$ cat src/rtl/traffic_phase_scheduler.sv
`default_nettype none
// +----------------------------------------------------------------------------+
// | traffic_phase_scheduler                                                    |
// | Round-robin intersection phase sequencer with demand-sized greens and     |
// | emergency pre-emption.                                                     |
// | Revision: 1.0                                                              |
// +----------------------------------------------------------------------------+
module traffic_phase_scheduler #(
   parameter int NUM_DIR     = 4,
   parameter int CNT_W       = 8,
   parameter int GREEN_LONG  = 60,
   parameter int GREEN_MED   = 30,
   parameter int GREEN_SHORT = 15,
   parameter int YELLOW_T    = 3,
   parameter int ALLRED_T    = 2,
   parameter int SKIP_EMPTY  = 1
) (
   input  logic                         clk,
   input  logic                         rst_n,
   input  logic [NUM_DIR-1:0]           sensor_near,
   input  logic [NUM_DIR-1:0]           sensor_far,
   input  logic                         preempt_req,
   input  logic [$clog2(NUM_DIR)-1:0]   preempt_dir,
   output logic [2*NUM_DIR-1:0]         light,
   output logic [$clog2(NUM_DIR)-1:0]   active_dir,
   output logic [1:0]                   phase,
   output logic [CNT_W-1:0]             timer
);

   localparam int DIR_W = $clog2(NUM_DIR);

   localparam logic [1:0] c_st_all_red = 2'b00;
   localparam logic [1:0] c_st_green   = 2'b01;
   localparam logic [1:0] c_st_yellow  = 2'b10;
   localparam logic [1:0] c_st_preempt = 2'b11;

   localparam logic [1:0] c_lt_red    = 2'b00;
   localparam logic [1:0] c_lt_green  = 2'b01;
   localparam logic [1:0] c_lt_yellow = 2'b10;

   localparam logic [CNT_W-1:0] c_long_ld   = CNT_W'(GREEN_LONG - 1);
   localparam logic [CNT_W-1:0] c_med_ld    = CNT_W'(GREEN_MED - 1);
   localparam logic [CNT_W-1:0] c_short_ld  = CNT_W'(GREEN_SHORT - 1);
   localparam logic [CNT_W-1:0] c_yellow_ld = CNT_W'(YELLOW_T - 1);
   localparam logic [CNT_W-1:0] c_allred_ld = CNT_W'(ALLRED_T - 1);
   localparam logic [DIR_W-1:0] c_last_dir  = DIR_W'(NUM_DIR - 1);

   generate
      if (NUM_DIR < 2 || NUM_DIR > 8) begin : g_bad_num_dir
         $error("traffic_phase_scheduler: NUM_DIR must lie in 2..8");
      end
      if (GREEN_LONG  < 1 || GREEN_LONG  > (1 << CNT_W) - 1 ||
          GREEN_MED   < 1 || GREEN_MED   > (1 << CNT_W) - 1 ||
          GREEN_SHORT < 1 || GREEN_SHORT > (1 << CNT_W) - 1 ||
          YELLOW_T    < 1 || YELLOW_T    > (1 << CNT_W) - 1 ||
          ALLRED_T    < 1 || ALLRED_T    > (1 << CNT_W) - 1) begin : g_bad_duration
         $error("traffic_phase_scheduler: durations must lie in 1..2^CNT_W-1");
      end
   endgenerate

   logic [1:0]         r_state;
   logic [1:0]         w_next_state;
   logic [CNT_W-1:0]   r_timer;
   logic [CNT_W-1:0]   w_next_timer;
   logic [CNT_W-1:0]   w_green_ld;
   logic [DIR_W-1:0]   r_active;
   logic [DIR_W-1:0]   w_next_active;
   logic [DIR_W-1:0]   w_sel_dir;
   logic [NUM_DIR-1:0] w_demand;
   logic               w_expired;
   logic               w_pdir_ok;

   // (base + offset) mod NUM_DIR for offset in 0..NUM_DIR
   function automatic logic [DIR_W-1:0] f_wrap(input logic [DIR_W-1:0] base,
                                                input int unsigned      offset);
      int unsigned v;
      v = 32'(base) + offset;
      if (v >= unsigned'(NUM_DIR)) v = v - unsigned'(NUM_DIR);
      return v[DIR_W-1:0];
   endfunction

   assign w_demand  = sensor_near | sensor_far;
   assign w_expired = (r_timer == '0);
   assign w_pdir_ok = (32'(preempt_dir) < unsigned'(NUM_DIR));

   // Scanning from the farthest offset down leaves the nearest demanding approach selected.
   always_comb begin
      w_sel_dir = f_wrap(r_active, 1);
      if (SKIP_EMPTY != 0) begin
         for (int k = NUM_DIR; k >= 1; k--) begin
            if (w_demand[f_wrap(r_active, unsigned'(k))]) begin
               w_sel_dir = f_wrap(r_active, unsigned'(k));
            end
         end
      end
   end

   always_comb begin
      if (sensor_far[w_sel_dir]) begin
         w_green_ld = c_long_ld;
      end else if (sensor_near[w_sel_dir]) begin
         w_green_ld = c_med_ld;
      end else begin
         w_green_ld = c_short_ld;
      end
   end

   always_ff @(posedge clk or negedge rst_n) begin
      if (!rst_n) begin
         r_state  <= c_st_all_red;
         r_timer  <= c_allred_ld;
         r_active <= c_last_dir;
      end else begin
         r_state  <= w_next_state;
         r_timer  <= w_next_timer;
         r_active <= w_next_active;
      end
   end

   always_comb begin
      w_next_state  = r_state;
      w_next_timer  = r_timer - CNT_W'(1);
      w_next_active = r_active;
      case (r_state)
         c_st_all_red: begin
            if (w_expired) begin
               if (preempt_req && w_pdir_ok) begin
                  w_next_state  = c_st_preempt;
                  w_next_active = preempt_dir;
                  w_next_timer  = r_timer;
               end else begin
                  w_next_state  = c_st_green;
                  w_next_active = w_sel_dir;
                  w_next_timer  = w_green_ld;
               end
            end
         end
         c_st_green: begin
            if (preempt_req && (preempt_dir == r_active)) begin
               w_next_state = c_st_preempt;
               w_next_timer = r_timer;
            end else if (preempt_req || w_expired) begin
               w_next_state = c_st_yellow;
               w_next_timer = c_yellow_ld;
            end
         end
         c_st_yellow: begin
            if (w_expired) begin
               w_next_state = c_st_all_red;
               w_next_timer = c_allred_ld;
            end
         end
         default: begin
            // Pre-emption holds the timer; preempt_dir is no longer consulted here.
            w_next_timer = r_timer;
            if (!preempt_req) begin
               w_next_state = c_st_yellow;
               w_next_timer = c_yellow_ld;
            end
         end
      endcase
   end

   always_comb begin
      light      = '0;
      phase      = r_state;
      active_dir = r_active;
      timer      = r_timer;
      for (int d = 0; d < NUM_DIR; d++) begin
         if (DIR_W'(d) == r_active) begin
            case (r_state)
               c_st_green, c_st_preempt: light[2*d +: 2] = c_lt_green;
               c_st_yellow:              light[2*d +: 2] = c_lt_yellow;
               default:                  light[2*d +: 2] = c_lt_red;
            endcase
         end
      end
   end

endmodule
`default_nettype wire

$ cat config.mk
export PLATFORM = sky130hd
export DESIGN_NAME = traffic_phase_scheduler
export DESIGN_NICKNAME = d
export VERILOG_FILES = /design/src/rtl/traffic_phase_scheduler.sv
export SDC_FILE = /design/constraint.sdc
export NUM_CORES = 1
export LEC_CHECK = 0
export CORE_MARGIN = 8
export CORE_UTILIZATION = 45
export DETAILED_ROUTE_END_ITERATION = 12
export GPL_TIMING_DRIVEN = 0
export PLACE_DENSITY = 0.73
export SLEW_MARGIN = 25
export SYNTH_ARGS = -nofsm -noshare
export SYNTH_HDL_FRONTEND = slang
export SYNTH_SLANG_ARGS = --single-unit
$ cat constraint.sdc
create_clock -name clk -period 3.25 [get_ports clk]
set_input_delay 0.65 -clock clk [delete_from_list [all_inputs] [get_ports clk]]
set_output_delay 0.65 -clock clk [all_outputs]
set_load 0.01 [all_outputs]
==> results.yml, run 1 <==
outcome:
  status: "finished clean"
routing:
  firstDrtPassIters: 4
  drt_iter0_markers: 84
  drcViolationCount: 0
  vias_per_cell: 6.141
  vias: 1437
  wl_per_cell_um: 15.84
  wl_um: 3707
  final_antenna_net_count: 0
min_path:
  hold_path_class: "register to register"
placed_design:
  post-dp-hpwl_um: 2998
  gp_congestion: 0.8880
  pre_cts_ws_ns: 0.06081
  placed_area_um2: 1673
  portBuffers: 32
  dpl.cell_count: 230
die:
  ios: 33
  die_y_um: 70.03
  initial_core_util_pct: 47.64
  dieArea_um2: 4904
  die_w_um: 70.03
  core_um2: 2758
  rows: 19
logic_synthesis:
  syn_avg_cell_area_um2: 7.867
  yosysSeqAreaShare_pct: 23.14
  syn_inst: 167
  synth_area_um2: 1314
  synth_edf_count: 0
  yosysUniqueCellTypes: 50
  synth-async-reset-ratio_pct: 100.0
  synthFlopType: "dfrtp_1"
  yosys_warnings: 0
  synth-seq-cells: 12
  synth_nets: 185
pwr:
  max-vdd-ir-drop_mv: 0.5566
  p_leak_nw: 0.6945
  finalPower_w: 0.001305
  power_density_nw_per_um2: 760.6
final_layout:
  area_delta_synth_final_pct: 30.57
  final_cells: 234
  drive_above_1_share_pct: 15.27
  diodes: 0
  nets: 222
  design_area_um2: 1715
  nFillCells: 248
critical_path:
  crit_path_start: "active_dir[0]"
  critPathLaunchType: "register"
  critical_path_class: "register to register"
  rrSetupSlack_ns: 0.31
  required_ns: 3.42
  r2r_end: "timer[4]"
  crit-reg2reg-launch: "active_dir[0]"
  crit_end: "timer[4]"
  end_kind: "register"
  cp_max_fo: 10
  reg2regPathDepth: 11
  arrival_ns: 3.11
cts:
  cts_root_buffer: "clkbuf_4"
  path_clk_slew_ns: 0.08
  ctsLongestPathBuffers: 2
  h-tree-depth: 1
  numCtsBuffers: 3
  clock-sinks: 12
  clock_latency_ns: 0.28
  cts_tree: "done"
sta:
  finalCritPeriodShare_pct: 90.39
  final-hold-violation-count: 0
  fin_skew_ns: 0.003662
  relSlewSlack_pct: 49.12
  finalCriticalPeriod_ns: 2.938
  fin_setup_tns_ns: 0
  setup_viol: 0
  fin_ws_ns: 0.3122
  fmax_mhz: 340.4
  worstMarginPinSlew_ns: 0.7574
  slew_violations: 0
  grt_setup_unrepaired: "false"
global_routing:
  grt_overflow_total: 0
  grt_pass1_wl_um: 6472
  antenna_found_initial: 0
  grtUsageTotal_pct: 15.26
  grt_pass1_vias: 1403
  grt_max_degree: 13
flow_run:
  drv_cap: 0
-- per-layer routing --
| metal | vias up | routed length (µm) | GRT usage [%] |
|---|---|---|---|
| li1 | 686 | - | - |
| met1 | 692 | 1628 | 18.09 |
| met2 | 52 | 1809 | 25.99 |
| met3 | 7 | 206 | 3.249 |
| met4 | 0 | 62 | 6.027 |
| met5 | - | 0 | 0 |
-- registers in the layout, indices dropped and copies added, names as in the netlist --
register	cells
phase	2
active_dir	2
timer	8
-- cell type report --
type	count	area [µm²]	share of cell area [%]
clock buffer	4	36.28	2.115
tap	31	38.79	2.261
buffer	6	60.06	3.501
sequential	12	304.0	17.72
inverter	8	30.03	1.751
timing repair buffer	32	320.3	18.67
multi-input combinational	141	925.9	53.98
-- kinds of logic (layout without fill, tap and decap cells) --
logic type | Yosys count | in the layout | synth area share [%]
DFF | 12 | 12 | 23.14
and+or+nand+nor | 81 | 81 | 31.72
adders and majority gates | 5 | 5 | 4.762
xor gates and xnor gates | 4 | 4 | 2.667
AOI/OAI and AO/OA | 48 | 48 | 26.57
buffers and inverters | 14 | 50 | 6.857
muxes | 3 | 3 | 4.285
-- power breakdown --
group	total (W)	leakage (nW)	internal, W	switching [W]
clock	0.000123	0.0210	0.0000682	0.0000549
combinational	0.000866	0.534	0.000437	0.000429
sequential	0.000316	0.139	0.000223	0.0000929
total	0.00130	0.694	0.000728	0.000577
-- worst max-delay path, stage by stage (launching register included) --
cell	delay, ns
dfstp_2	0.57
clkbuf_8	0.18
inv_1	0.11
ha_1	0.35
clkbuf_4	0.20
nor3_1	0.20
o221ai_1	0.11
o21bai_2	0.21
a21boi_2	0.18
a211oi_1	0.32
o2bb2ai_1	0.16
o211a_1	0.24
-- cells in the mapped netlist (2+ instances only) --
| master | instances | area [µm²] |
|---|---|---|
| a211oi_1 | 2 | 15.01 |
| a21oi_1 | 7 | 35.03 |
| a32o_1 | 2 | 20.02 |
| and2_1 | 9 | 56.30 |
| buf_6 | 3 | 33.78 |
| dfrtp_1 | 9 | 225.2 |
| dfstp_2 | 3 | 78.83 |
| ha_1 | 5 | 62.56 |
| inv_1 | 8 | 30.03 |
| mux4_2 | 2 | 45.04 |
| nand2_1 | 19 | 71.32 |
| nand3_1 | 6 | 30.03 |
| nor2_1 | 23 | 86.33 |
| nor3_1 | 4 | 20.02 |
| nor4_1 | 2 | 12.51 |
| o211ai_1 | 6 | 45.04 |
| o21ai_0 | 11 | 55.05 |
| o221ai_1 | 4 | 35.03 |
| o41ai_1 | 2 | 17.52 |
| or2_2 | 5 | 31.28 |
| or3_1 | 2 | 12.51 |
| or3b_2 | 2 | 17.52 |
| or4_1 | 2 | 15.01 |
| xnor2_1 | 2 | 17.52 |
| xor2_1 | 2 | 17.52 |
-- per-stage QoR --
stage               hold WS, ns  util, %
floorplan                0.3544        -
global placement         0.5372    60.66
detailed placement       0.5409    60.66
CTS                      0.5683    61.98
global route             0.6155    62.21
finish                   0.5622    62.21
-- cells in the final DEF (no fill, tap or decap), drive strengths merged, types with 3 or more instances in the layout --
cell,synthesis,routed
and2,9,9
nor2,23,23
nor3,5,5
buf,4,4
or3b,3,3
o211ai,6,6
o221ai,4,4
o21ai,12,12
ha,5,5
dfrtp,9,9
dfstp,3,3
nand3,6,6
nand2,19,19
clkdlybuf4s50,0,32
inv,8,8
or2,6,6
clkbuf,2,6
a21oi,7,7
-- worst min path at each step --
stage / start / end / depth (start not counted)
3_5_place_dp: timer[5] / timer[5] / 2
4_1_cts: timer[5] / timer[5] / 2
3_3_place_gp: timer[5] / timer[5] / 2
2_1_floorplan: rst_n / phase[0] / 0
5_1_grt: timer[7] / timer[7] / 1
6_report: timer[5] / timer[5] / 2
-- repair_timing --
action                                  in CTS  in global routing
buffers inserted                             0                  0
endpoints found under the hold margin        0                  0
hold buffers                                 0                  0
endpoints found under the setup margin       0                  2
resized for setup                            0                  1
Power figures use the tool's default switching activity.
==> run 2: changes to the inputs <==
--- a/config.mk
+++ b/config.mk
@@ -7,8 +7,10 @@
 export LEC_CHECK = 0
 export CORE_MARGIN = 8
 export CORE_UTILIZATION = 45
+export CTS_CLUSTER_DIAMETER = 120
 export DETAILED_ROUTE_END_ITERATION = 12
 export GPL_TIMING_DRIVEN = 0
+export HOLD_SLACK_MARGIN = 0.05
 export PLACE_DENSITY = 0.73
 export SLEW_MARGIN = 25
 export SYNTH_ARGS = -nofsm -noshare
==> results of run 2 <==
The final DEF is identical to that of run 1; final timing and power are the same.
==> run 3: changes to the inputs <==
--- a/config.mk
+++ b/config.mk
@@ -5,13 +5,13 @@
 export SDC_FILE = /design/constraint.sdc
 export NUM_CORES = 1
 export LEC_CHECK = 0
-export CORE_MARGIN = 8
 export CORE_UTILIZATION = 45
 export CTS_CLUSTER_DIAMETER = 120
 export DETAILED_ROUTE_END_ITERATION = 12
 export GPL_TIMING_DRIVEN = 0
 export HOLD_SLACK_MARGIN = 0.05
 export PLACE_DENSITY = 0.73
+export RECOVER_POWER = 25
 export SLEW_MARGIN = 25
 export SYNTH_ARGS = -nofsm -noshare
 export SYNTH_HDL_FRONTEND = slang
==> results.yml, run 3 (synthesized netlist as in run 1, its figures left out) <==
sta:
  finalCritPeriodShare_pct: 89.66
  finalCriticalPeriod_ns: 2.914
  setup_viol: 0
  fmax_mhz: 343.2
  fin_setup_tns_ns: 0
  fin_skew_ns: 0.01919
  slew_violations: 0
  relSlewSlack_pct: 43.55
  final-hold-violation-count: 0
  grt_setup_unrepaired: "false"
  worstMarginPinSlew_ns: 0.8402
global_routing:
  antenna_found_initial: 0
  grt_pass1_vias: 1393
  grt_max_degree: 13
  grtUsageTotal_pct: 24.57
  grt_pass1_wl_um: 6272
  busiest_layer: "met2"
  met1_usage_pct: 31.92
  grtUsageMet2_pct: 42.01
  grt_use_met3_pct: 3.488
  grt_overflow_total: 0
final_layout:
  area_delta_synth_final_pct: 29.81
  nets: 222
  fin_util_pct: 61.84
  drive_above_1_share_pct: 14.78
  diodes: 0
  largest_reg_flops: 8
  final_cell_mix: "clkdlybuf4s50_1, nor2_1, nand2_1"
  final_common_cell: "clkdlybuf4s50_1"
routing:
  final_antenna_net_count: 0
  drcViolationCount: 0
  wl_um: 3632
  vias_per_cell: 6.064
  firstDrtPassIters: 4
  vias: 1419
  drt_iter0_markers: 45
  wl_per_cell_um: 15.52
cts:
  path_clk_slew_ns: 0.09
  cts_setup_buffers: 0
  ctsLongestPathBuffers: 2
  post_cts_resized: 0
  cts_root_buffer: "clkbuf_4"
  clock_latency_ns: 0.28
  numCtsBuffers: 3
  clock-sinks: 12
  h-tree-depth: 1
  cts_tree: "done"
  hold_buffers: 0
placed_design:
  gp_congestion: 0.8930
  portBuffers: 32
  post-dp-hpwl_um: 2875
die:
  ios: 33
  core_um2: 2758
  dieArea_um2: 3139
  rows: 19
  initial_core_util_pct: 47.64
  die_w_um: 56.03
  die_y_um: 56.03
pwr:
  p_leak_nw: 0.6887
  power_density_nw_per_um2: 751.5
  max-vdd-ir-drop_mv: 0.4929
  finalPower_w: 0.001282
critical_path:
  required_ns: 3.43
  arrival_ns: 3.09
  critical_path_class: "register to register"
  cp_max_fo: 10
  end_kind: "register"
  critPathLaunchType: "register"
min_path:
  hold_path_class: "register to register"
outcome:
  status: "finished clean"
flow_run:
  drv_cap: 0
## run 3: changes by cell type in the layout (fill, tap and decap cells not counted), sizes merged
cell,previous run,this run
clkdlybuf4s50,32,31
dlygate4sd3,0,1
## run 3: critical path, stage by stage (launching register included)
cell	delay, ns
dfstp_2	0.57
clkbuf_8	0.18
inv_1	0.11
ha_1	0.35
clkbuf_4	0.20
nor3_1	0.20
o221ai_1	0.11
o21bai_2	0.21
a21boi_2	0.18
a211oi_1	0.32
o2bb2ai_1	0.16
o211a_1	0.24
## run 3: cell type report
type | instances | area [µm²]
Fill cell | 266 | 1052
Multi-Input combinational cell | 141 | 925.9
Timing Repair Buffer | 32 | 320.3
Sequential cell | 12 | 304.0
Buffer | 6 | 60.06
Tap cell | 31 | 38.79
Inverter | 8 | 30.03
Clock buffer | 4 | 26.28
## run 3: per-stage QoR
stage / hold WS [ns] / setup WS (ns) / area (µm²) / cells
final: 0.5706 / 0.3361 / 1705 / 234
after global routing: 0.6144 / 0.04896 / 1705 / 234
after CTS: 0.5771 / 0.2110 / 1699 / 234
after detailed placement: 0.5536 / 0.08402 / 1673 / 230
after global placement: 0.5380 / 0.1111 / 1673 / 230
after floorplan: 0.3544 / 0.5986 / 1314 / 167
## run 3: path summary, 6_finish.rpt
check	cells past startpoint	from	end	slack, ns
setup / recovery	11	active_dir[0]	timer[4]	0.34
hold / removal	1	timer[6]	timer[7]	0.57
setup reg to reg	11	active_dir[0]	timer[4]	0.34
hold reg to reg	1	timer[6]	timer[7]	0.57
max in group asynchronous	1	rst_n	active_dir[1]	2.06
min in group asynchronous	1	rst_n	timer[7]	0.80
## run 3: power breakdown
part	total [W]	internal, W	switching (W)
clock	0.0000993	0.0000475	0.0000519
sequential	0.000317	0.000223	0.0000937
combinational	0.000866	0.000436	0.000430
## run 3: metal layers
metal | part of all wire, % | wire (µm)
met5 | 0 | 0
met4 | 2.2 | 80
met3 | 3.6 | 130
met2 | 48 | 1757
met1 | 46 | 1663
